[src/rtl/dec_arb_pkg.sv]
// Shared definitions for the decrementer-sharing arbiter: state encoding,
// default sizes and the round-robin winner search.
package dec_arb_pkg;

  typedef enum logic [1:0] {
    IDLE = 2'd0,
    CALC = 2'd1,
    RESP = 2'd2
  } state_t;

  localparam int DEF_NREQ  = 4;
  localparam int DEF_WIDTH = 32;
  localparam int MAX_NREQ  = 8;

  // Rotate req so bit ptr lands at 0, take the first set bit, then undo the rotation.
  function automatic logic [2:0] rr_pick(input logic [2:0] ptr,
                                         input logic [MAX_NREQ-1:0] req,
                                         input int nreq);
    logic [MAX_NREQ-1:0] rot;
    logic [2:0]          win;
    logic                found;
    rot   = '0;
    win   = ptr;
    found = 1'b0;
    for (int k = 0; k < MAX_NREQ; k++) begin
      if (k < nreq) rot[k] = req[(int'(ptr) + k) % nreq];
    end
    for (int k = 0; k < MAX_NREQ; k++) begin
      if (!found && rot[k]) begin
        found = 1'b1;
        win   = 3'((int'(ptr) + k) % nreq);
      end
    end
    return win;
  endfunction

endpackage

[src/rtl/dec_share_arb_if.sv]
// Requester/response bundle of the shared decrementer arbiter.
interface dec_share_arb_if
  import dec_arb_pkg::*;
#(
  parameter int NREQ  = DEF_NREQ,
  parameter int WIDTH = DEF_WIDTH
);
  localparam int IDW = (NREQ > 1) ? $clog2(NREQ) : 1;

  logic [NREQ-1:0]       req;
  logic [NREQ*WIDTH-1:0] req_data;
  logic [NREQ-1:0]       gnt;
  logic                  rsp_valid;
  logic [IDW-1:0]        rsp_id;
  logic [WIDTH-1:0]      rsp_data;
  logic                  rsp_bout;
  logic                  rsp_ready;
  logic                  busy;

  modport master (
    output req, req_data, rsp_ready,
    input  gnt, rsp_valid, rsp_id, rsp_data, rsp_bout, busy
  );

  modport slave (
    input  req, req_data, rsp_ready,
    output gnt, rsp_valid, rsp_id, rsp_data, rsp_bout, busy
  );
endinterface

[src/rtl/dec.sv]
// Combinational decrementer: OUT = IN - 1 modulo 2^WIDTH, Bout set when IN was 0.
module dec #(
  parameter int WIDTH = 32
) (
  input  logic [WIDTH-1:0] IN,
  output logic [WIDTH-1:0] OUT,
  output logic             Bout
);
  // The extra top bit of the widened difference is the borrow.
  assign {Bout, OUT} = {1'b0, IN} - (WIDTH+1)'(1);
endmodule

[src/rtl/dec_share_arb.sv]
// Round-robin arbiter that time-shares one dec unit among NREQ requesters,
// one operation per IDLE -> CALC -> RESP pass.
module dec_share_arb
  import dec_arb_pkg::*;
#(
  parameter int NREQ  = DEF_NREQ,
  parameter int WIDTH = DEF_WIDTH
) (
  input logic            clk,
  input logic            rst,
  dec_share_arb_if.slave bus
);
  localparam int IDW = (NREQ > 1) ? $clog2(NREQ) : 1;

  state_t           state, state_nxt;
  logic [IDW-1:0]   ptr, id_q, pick;
  logic [WIDTH-1:0] op_q, res_q, dec_out;
  logic [NREQ-1:0]  gnt_q;
  logic             bout_q, dec_bout, any_req;

  assign any_req = |bus.req;
  assign pick    = IDW'(rr_pick(3'(ptr), MAX_NREQ'(bus.req), NREQ));

  dec #(.WIDTH(WIDTH)) u_dec (
    .IN   (op_q),
    .OUT  (dec_out),
    .Bout (dec_bout)
  );

  always_ff @(posedge clk or posedge rst) begin
    if (rst) state <= IDLE;
    else     state <= state_nxt;
  end

  always_comb begin
    state_nxt = state;
    case (state)
      IDLE:    if (any_req) state_nxt = CALC;
      CALC:    state_nxt = RESP;
      RESP:    if (bus.rsp_ready) state_nxt = IDLE;
      default: state_nxt = IDLE;
    endcase
  end

  // ptr only advances on response acceptance, so re-requests queue behind others.
  always_ff @(posedge clk or posedge rst) begin
    if (rst) begin
      ptr    <= '0;
      op_q   <= '0;
      gnt_q  <= '0;
      id_q   <= '0;
      res_q  <= '0;
      bout_q <= 1'b0;
    end else begin
      case (state)
        IDLE: begin
          if (any_req) begin
            op_q  <= bus.req_data[int'(pick)*WIDTH +: WIDTH];
            gnt_q <= NREQ'(1) << pick;
            id_q  <= pick;
          end
        end
        CALC: begin
          res_q  <= dec_out;
          bout_q <= dec_bout;
          gnt_q  <= '0;
        end
        RESP: begin
          if (bus.rsp_ready)
            ptr <= (id_q == IDW'(NREQ-1)) ? '0 : id_q + IDW'(1);
        end
        default: ;
      endcase
    end
  end

  assign bus.gnt       = gnt_q;
  assign bus.rsp_valid = (state == RESP);
  assign bus.busy      = (state != IDLE);
  assign bus.rsp_id    = id_q;
  assign bus.rsp_data  = res_q;
  assign bus.rsp_bout  = bout_q;

endmodule

[src/flat_wrapper.sv]
// flat-port wrapper written by rule: the top's interface ports become plain ports
module dec_share_arb_flat import dec_arb_pkg::*;
#(
  parameter int NREQ  = DEF_NREQ,
  parameter int WIDTH = DEF_WIDTH
)
  (clk, rst, bus_req, bus_req_data, bus_rsp_ready, bus_gnt, bus_rsp_valid, bus_rsp_id, bus_rsp_data, bus_rsp_bout, bus_busy);
  dec_share_arb_if #(.NREQ(NREQ), .WIDTH(WIDTH)) bus_i ();
  input logic clk;
  input logic rst;
  input wire logic [$bits(bus_i.req)-1:0] bus_req;
  input wire logic [$bits(bus_i.req_data)-1:0] bus_req_data;
  input wire logic [$bits(bus_i.rsp_ready)-1:0] bus_rsp_ready;
  output wire logic [$bits(bus_i.gnt)-1:0] bus_gnt;
  output wire logic [$bits(bus_i.rsp_valid)-1:0] bus_rsp_valid;
  output wire logic [$bits(bus_i.rsp_id)-1:0] bus_rsp_id;
  output wire logic [$bits(bus_i.rsp_data)-1:0] bus_rsp_data;
  output wire logic [$bits(bus_i.rsp_bout)-1:0] bus_rsp_bout;
  output wire logic [$bits(bus_i.busy)-1:0] bus_busy;
  assign bus_i.req = bus_req;
  assign bus_i.req_data = bus_req_data;
  assign bus_i.rsp_ready = bus_rsp_ready;
  assign bus_gnt = bus_i.gnt;
  assign bus_rsp_valid = bus_i.rsp_valid;
  assign bus_rsp_id = bus_i.rsp_id;
  assign bus_rsp_data = bus_i.rsp_data;
  assign bus_rsp_bout = bus_i.rsp_bout;
  assign bus_busy = bus_i.busy;
  dec_share_arb #(.NREQ(NREQ), .WIDTH(WIDTH)) u_core (.clk(clk), .rst(rst), .bus(bus_i));
endmodule
[config.mk]
export PLATFORM = sky130hd
export DESIGN_NAME = dec_share_arb_flat
export DESIGN_NICKNAME = d
export VERILOG_FILES = /design/src/rtl/dec_arb_pkg.sv /design/src/rtl/dec_share_arb_if.sv /design/src/rtl/dec.sv /design/src/rtl/dec_share_arb.sv /design/src/flat_wrapper.sv
export SDC_FILE = /design/constraint.sdc
export NUM_CORES = 1
export LEC_CHECK = 0
export CORE_MARGIN = 2
export CORE_UTILIZATION = 60
export DETAILED_ROUTE_END_ITERATION = 10
export DONT_BUFFER_PORTS = 1
export PLACE_DENSITY = 0.76
export SYNTH_ARGS = -nofsm -noshare
export SYNTH_HDL_FRONTEND = slang
export SYNTH_HIERARCHICAL = 1
export SYNTH_SLANG_ARGS = --single-unit
[constraint.sdc]
create_clock -name clk -period 3.7 [get_ports clk]
set_input_delay 0.74 -clock clk [delete_from_list [all_inputs] [get_ports clk]]
set_output_delay 0.74 -clock clk [all_outputs]
set_load 0.05 [all_outputs]
Word-level counts from Yosys, hierarchy flattened --
Index checks and enable logic that the tools add are counted. Widths: inputs -> output; s select.
Storage, ports and cells: flip-flop bits (word level) 75, bits of input ports 135, output and inout port bits 41, logic and storage cells 66
Operators by class: $add $sub $neg 5, magnitude comparators 4, equality and inequality tests 5, shift-type cells 2, mux-type cells 23, bitwise operators 3, reduce and logical (&&, ||, !) cells 17
Operators with widths (count):
- $shiftx 128x8->32 | 1
- $sub 32x1->33 const B | 1
- $lt 3x5->1 const B | 3
- $mux 2 | 6
- $mux 1 | 10
- $bmux 1 s3 | 3
- $pmux 4 s2 | 1
- $reduce_and 2->1 | 4
- $pmux 2 s3 | 1
- $reduce_or 2->1 | 3
- $add 2x1->2 const B | 2
- $add 2x2->2 const B | 2
- $eq 2x2->1 const B | 2
- $lt 2x4->1 const B | 1
- $mux 4 | 1
- $reduce_bool 2->1 | 2
- $reduce_or 4->1 | 1
- $shl 1x2->4 const A | 1
- $and 1x1->1 const A | 3
- $logic_and 1x1->1 | 3
- $logic_not 1->1 | 3
- $bmux 1 s2 | 1
- $eq 2x1->1 const B | 1
- $logic_not 2->1 | 1
- 2 further kinds | 2

Longest topological paths before layout --
depth in word-level cells 17, depth in mapped cells 9, depth with buffers taken out 8

By module --
The synthesis kept the hierarchy.
Modules (own cells, without submodules):
- dec_share_arb | instances 1, cells an instance 453, area each 4126.5 um^2, seq. area each 1876.8 um^2
- dec | instances 1, cells an instance 84, area each 600.6 um^2, seq. area each 0.0 um^2

Least setup slack after synthesis --
Ideal clock, no wire load.
kind reg2reg, from reg u_core.op_q[12], to reg u_core.res_q[24], in the netlist u_core/bus.rsp_data[24], setup time 0.066 ns, data arrival time 2.248 ns, required time 3.634 ns, slack 1.386 ns, cell stages (with the launch flop) 9, buffers on the path 1, period minus slack after synthesis 2.314 ns, cells stage by stage dfrtp_1 -> or4_4 -> or3_4 -> or3_1 -> buf_6 -> nor4_4 -> xor2_1 -> nand2_1 -> nand2_1
On the way: cells in the longest elaborated chain, start to end 1
RTL lines:
- start, declared | RTL line dec_share_arb.sv:17 | logic [WIDTH-1:0] op_q, res_q, dec_out;
- start signal, assigned | RTL line dec_share_arb.sv:58 | op_q <= bus.req_data[int'(pick)*WIDTH +: WIDTH];
- $sub 32x1->33 | RTL line dec.sv:10 | assign {Bout, OUT} = {1'b0, IN} - (WIDTH+1)'(1);
- via u_core.dec_out[24] | RTL line dec_share_arb.sv:17
- end signal, assigned | RTL line dec_share_arb.sv:64 | res_q <= dec_out;
- end, declared | RTL line dec_share_arb.sv:17
The timed path passes the listed nets, and every way through them passes these cells. A chain may end at the register's enable or synchronous reset.

Worst setup path in the final report --
from reg u_core.ptr[1], to reg u_core.op_q[11]
On the way: cells in the longest elaborated chain, start to end 15, elaborated cells on any way between the ends 33, classes of those cells 3 x add/sub; 1 x shift; 17 x mux; 3 x bitwise; 9 x reduce/logical
RTL lines:
- start, declared | RTL line dec_share_arb.sv:16 | logic [IDW-1:0] ptr, id_q, pick;
- start signal, assigned | RTL line dec_share_arb.sv:70 | ptr <= (id_q == IDW'(NREQ-1)) ? '0 : id_q + IDW'(1);
- $add 2x1->2 | RTL line dec_arb_pkg.sv:26, dec_arb_pkg.sv:31
- $reduce_or 2->1 (no source line)
- $and 1x1->1 (no source line)
- $bmux 1 s3 | RTL line dec_arb_pkg.sv:26 | if (k < nreq) rot[k] = req[(int'(ptr) + k) % nreq];
- $mux 1 (not written as such) (2 in series) | RTL line dec_arb_pkg.sv:26
- $logic_and 1x1->1 | RTL line dec_arb_pkg.sv:29 | if (!found && rot[k]) begin
- $mux 1 | RTL line dec_arb_pkg.sv:29
- $logic_not 1->1 | RTL line dec_arb_pkg.sv:29
- $logic_and 1x1->1 | RTL line dec_arb_pkg.sv:29
- $mux 1 | RTL line dec_arb_pkg.sv:29
- $logic_not 1->1 | RTL line dec_arb_pkg.sv:29
- $logic_and 1x1->1 | RTL line dec_arb_pkg.sv:29
- $mux 2 * | RTL line dec_arb_pkg.sv:29
- $shiftx 128x8->32 * | RTL line dec_share_arb.sv:58
Every way passes the cells marked *; elsewhere a longest branch is shown, timed or not. The select of a mux whose other input is x is not followed.

==> flow_summary.yaml <==
die:
  core-area_mm2: 0.007687
  die_w_um: 92.76
  fp.dieH_um: 92.76
  num_io_pins: 176
  rows: 32
  initial_core_util_pct: 61.49
  dieArea_mm2: 0.008604
place:
  place_congestion: 0.8501
  port_buffers: 0
  place_hpwl_um: 9389
  dp_cells: 605
  postPlaceCellArea_mm2: 0.004728
  place_ws_ns: 1.117
clocking:
  cts_tree: "done"
  clk_latency_ns: 0.34
  clock_path_buffers: 2
  clkSlewWorstSetupHoldPaths_ns: 0.08
  cts_hold_buf: 0
  cts-buffers-inserted: 9
  root_buffer: "clkbuf_8"
  htree_levels: 3
  cts_setup_buffers: 0
  ctsResizeCount: 0
  cts_sinks: 75
sta:
  finalCritPeriodShare_pct: 69.50
  fmax_ghz: 0.3889
  whs_ns: 0.4436
  finalSetupTns_ns: 0
  setup_violations: 0
  period_needed_ns: 2.572
  slew_violations: 0
  rsz0062_at_grt: "no"
  tightestPinTransition_ns: 1.263
  relSlewSlack_pct: 15.81
  finalHoldViolCount: 0
  finClkSkew_ns: 0.01273
  worst_slack_ns: 1.128
flow_run:
  drv_cap: 0
drt:
  vias: 4223
  drtAntennaViolNets: 0
  drt-pass1-iter-count: 5
  avgRoutedWirePerCell_um: 21.79
  routed_wl_um: 13490
  vias_per_cell: 6.822
  drt-initial-drc-count: 370
  drcViolationCount: 0
synthesis:
  yosys.area.top_type_share_pct: 39.70
  synthTopCellsByCount: "nand2_1 (122), dfrtp_1 (75), o31ai_1 (29)"
  synth_top_cell_by_area: "dfrtp_1"
  synth-seq-cells: 75
  yosysMostFrequentCell: "nand2_1"
  synth_area_leaders: "dfrtp_1 (40%), nand2_1 (9.7%), a221o_1 (5.5%)"
  synthCells: 537
  syn-cell-area_mm2: 0.004727
  avgSynthCellArea_um2: 8.803
  synthFlopType: "dfrtp_1"
  synth_nets: 674
  ys_async_sr_fraction_pct: 100.0
  yosys.cell_types.count: 55
  ys.warnings.count: 6
  yosysSeqAreaShare_pct: 39.70
  synth_edf_count: 0
worst_setup_path:
  crit_fanout: 27
  critPathKind: "reg2reg"
  crit_path_start_kind: "flip-flop"
  cp_data_arrival_time_ns: 2.78
  crit_required_ns: 3.91
  endpoint_kind: "flip-flop"
layout:
  syn2layout_area_growth_pct: 4.341
  final_layout_size_suffix_gt1_share_pct: 9.284
  final_cells: 619
  final_net_count: 651
  final_cell_area_mm2: 0.004932
  final_util_pct: 64.16
  diodes: 0
global_routing:
  overflow: 0
  grt_usage_pct: 31.46
  antenna_found_initial: 0
  grt_pass1_vias: 4005
  grt_max_degree: 53
  grt_pass1_wl_um: 20780
power:
  p_leak_nw: 2.100
  p_total_mw: 5.148
  peakVddDrop_mv: 0.6076
  p_per_area_mw_per_mm2: 1044
outcome:
  status: "completed"
worst_hold_path:
  hold_path.class: "in2async"
## final cells by class
class / count / area (um2)
flip-flops and latches: 75 / 1877
inverters: 7 / 27.53
repair buffers: 11 / 82.58
well taps: 102 / 127.6
fillers: 676 / 2755
multi-input cells: 410 / 2614
clock inverters: 5 / 80.08
clock buffers: 9 / 123.9
## layer usage
layer	vias to the layer above	GRT usage [%]	wire length [um]
li1	1927	-	-
met1	2034	41.20	5506
met2	238	52.78	6441
met3	24	6.428	1327
met4	0	9.436	214
met5	-	0	0
## cells by family after synthesis
logic type | after synthesis | synth area share [%]
compound gates | 147 | 24.67
xor+xnor | 27 | 5.003
fa+ha+maj | 2 | 0.5293
buf+inv | 52 | 5.214
flops | 75 | 39.70
mux | 7 | 1.509
simple gates | 227 | 23.37
## cells in the final DEF (no fill, tap or decap), types with 3 or more instances in the layout
master      n
nor2_1     24
nor3_1     13
o31ai_1    29
dfrtp_1    75
clkbuf_8    9
a21oi_1    28
o21ai_0     8
or3_1       3
nand4_1    26
o22ai_1     6
nand2b_1    6
nand3_1     4
mux2i_1     6
a221o_1    26
xor2_1     24
inv_1       4
nor4_1      4
or2_2       3
buf_4      11
nand2_1   122
xnor2_1     3
nor2b_1     5
o21ai_2     3
a221oi_1    6
or4_1       3
o22a_1     27
## critical path: stages (launching register included)
cell	delay, ns
dfrtp_1	0.68
nor2b_1	0.14
o21a_1	0.61
nor3_4	0.62
mux2i_1	0.28
o22ai_1	0.10
## sequential cells by signal (all words and copies together) (netlist names)
signal / cells
u_core/bus.gnt: 4
u_core/state: 2
u_core/bus.rsp_id: 2
u_core/bus.rsp_data: 32
u_core/ptr: 2
u_core/bus.rsp_bout: 1
u_core/op_q: 32
## worst paths after layout
kind	end	cells after the start	slack, ns	startpoint
setup reg to reg	u_core/op_q[11]	5	1.13	u_core/ptr[1]
setup / recovery	u_core/op_q[11]	5	1.13	u_core/ptr[1]
min in group clk	u_core/state[1]	1	0.51	bus_rsp_ready
hold / removal	u_core/bus.rsp_data[11]	1	0.44	rst
max in group asynchronous	u_core/op_q[17]	2	2.40	rst
hold reg to reg	u_core/op_q[9]	1	0.53	u_core/op_q[9]
## report_power, final
part | internal (mW) | total (mW) | switching (mW)
registers | 1.22 | 2.39 | 1.17
logic | 0.818 | 2.08 | 1.26
clock network | 0.371 | 0.674 | 0.303
total | 2.41 | 5.15 | 2.73
No activity file was read; power rests on OpenSTA's default activity.
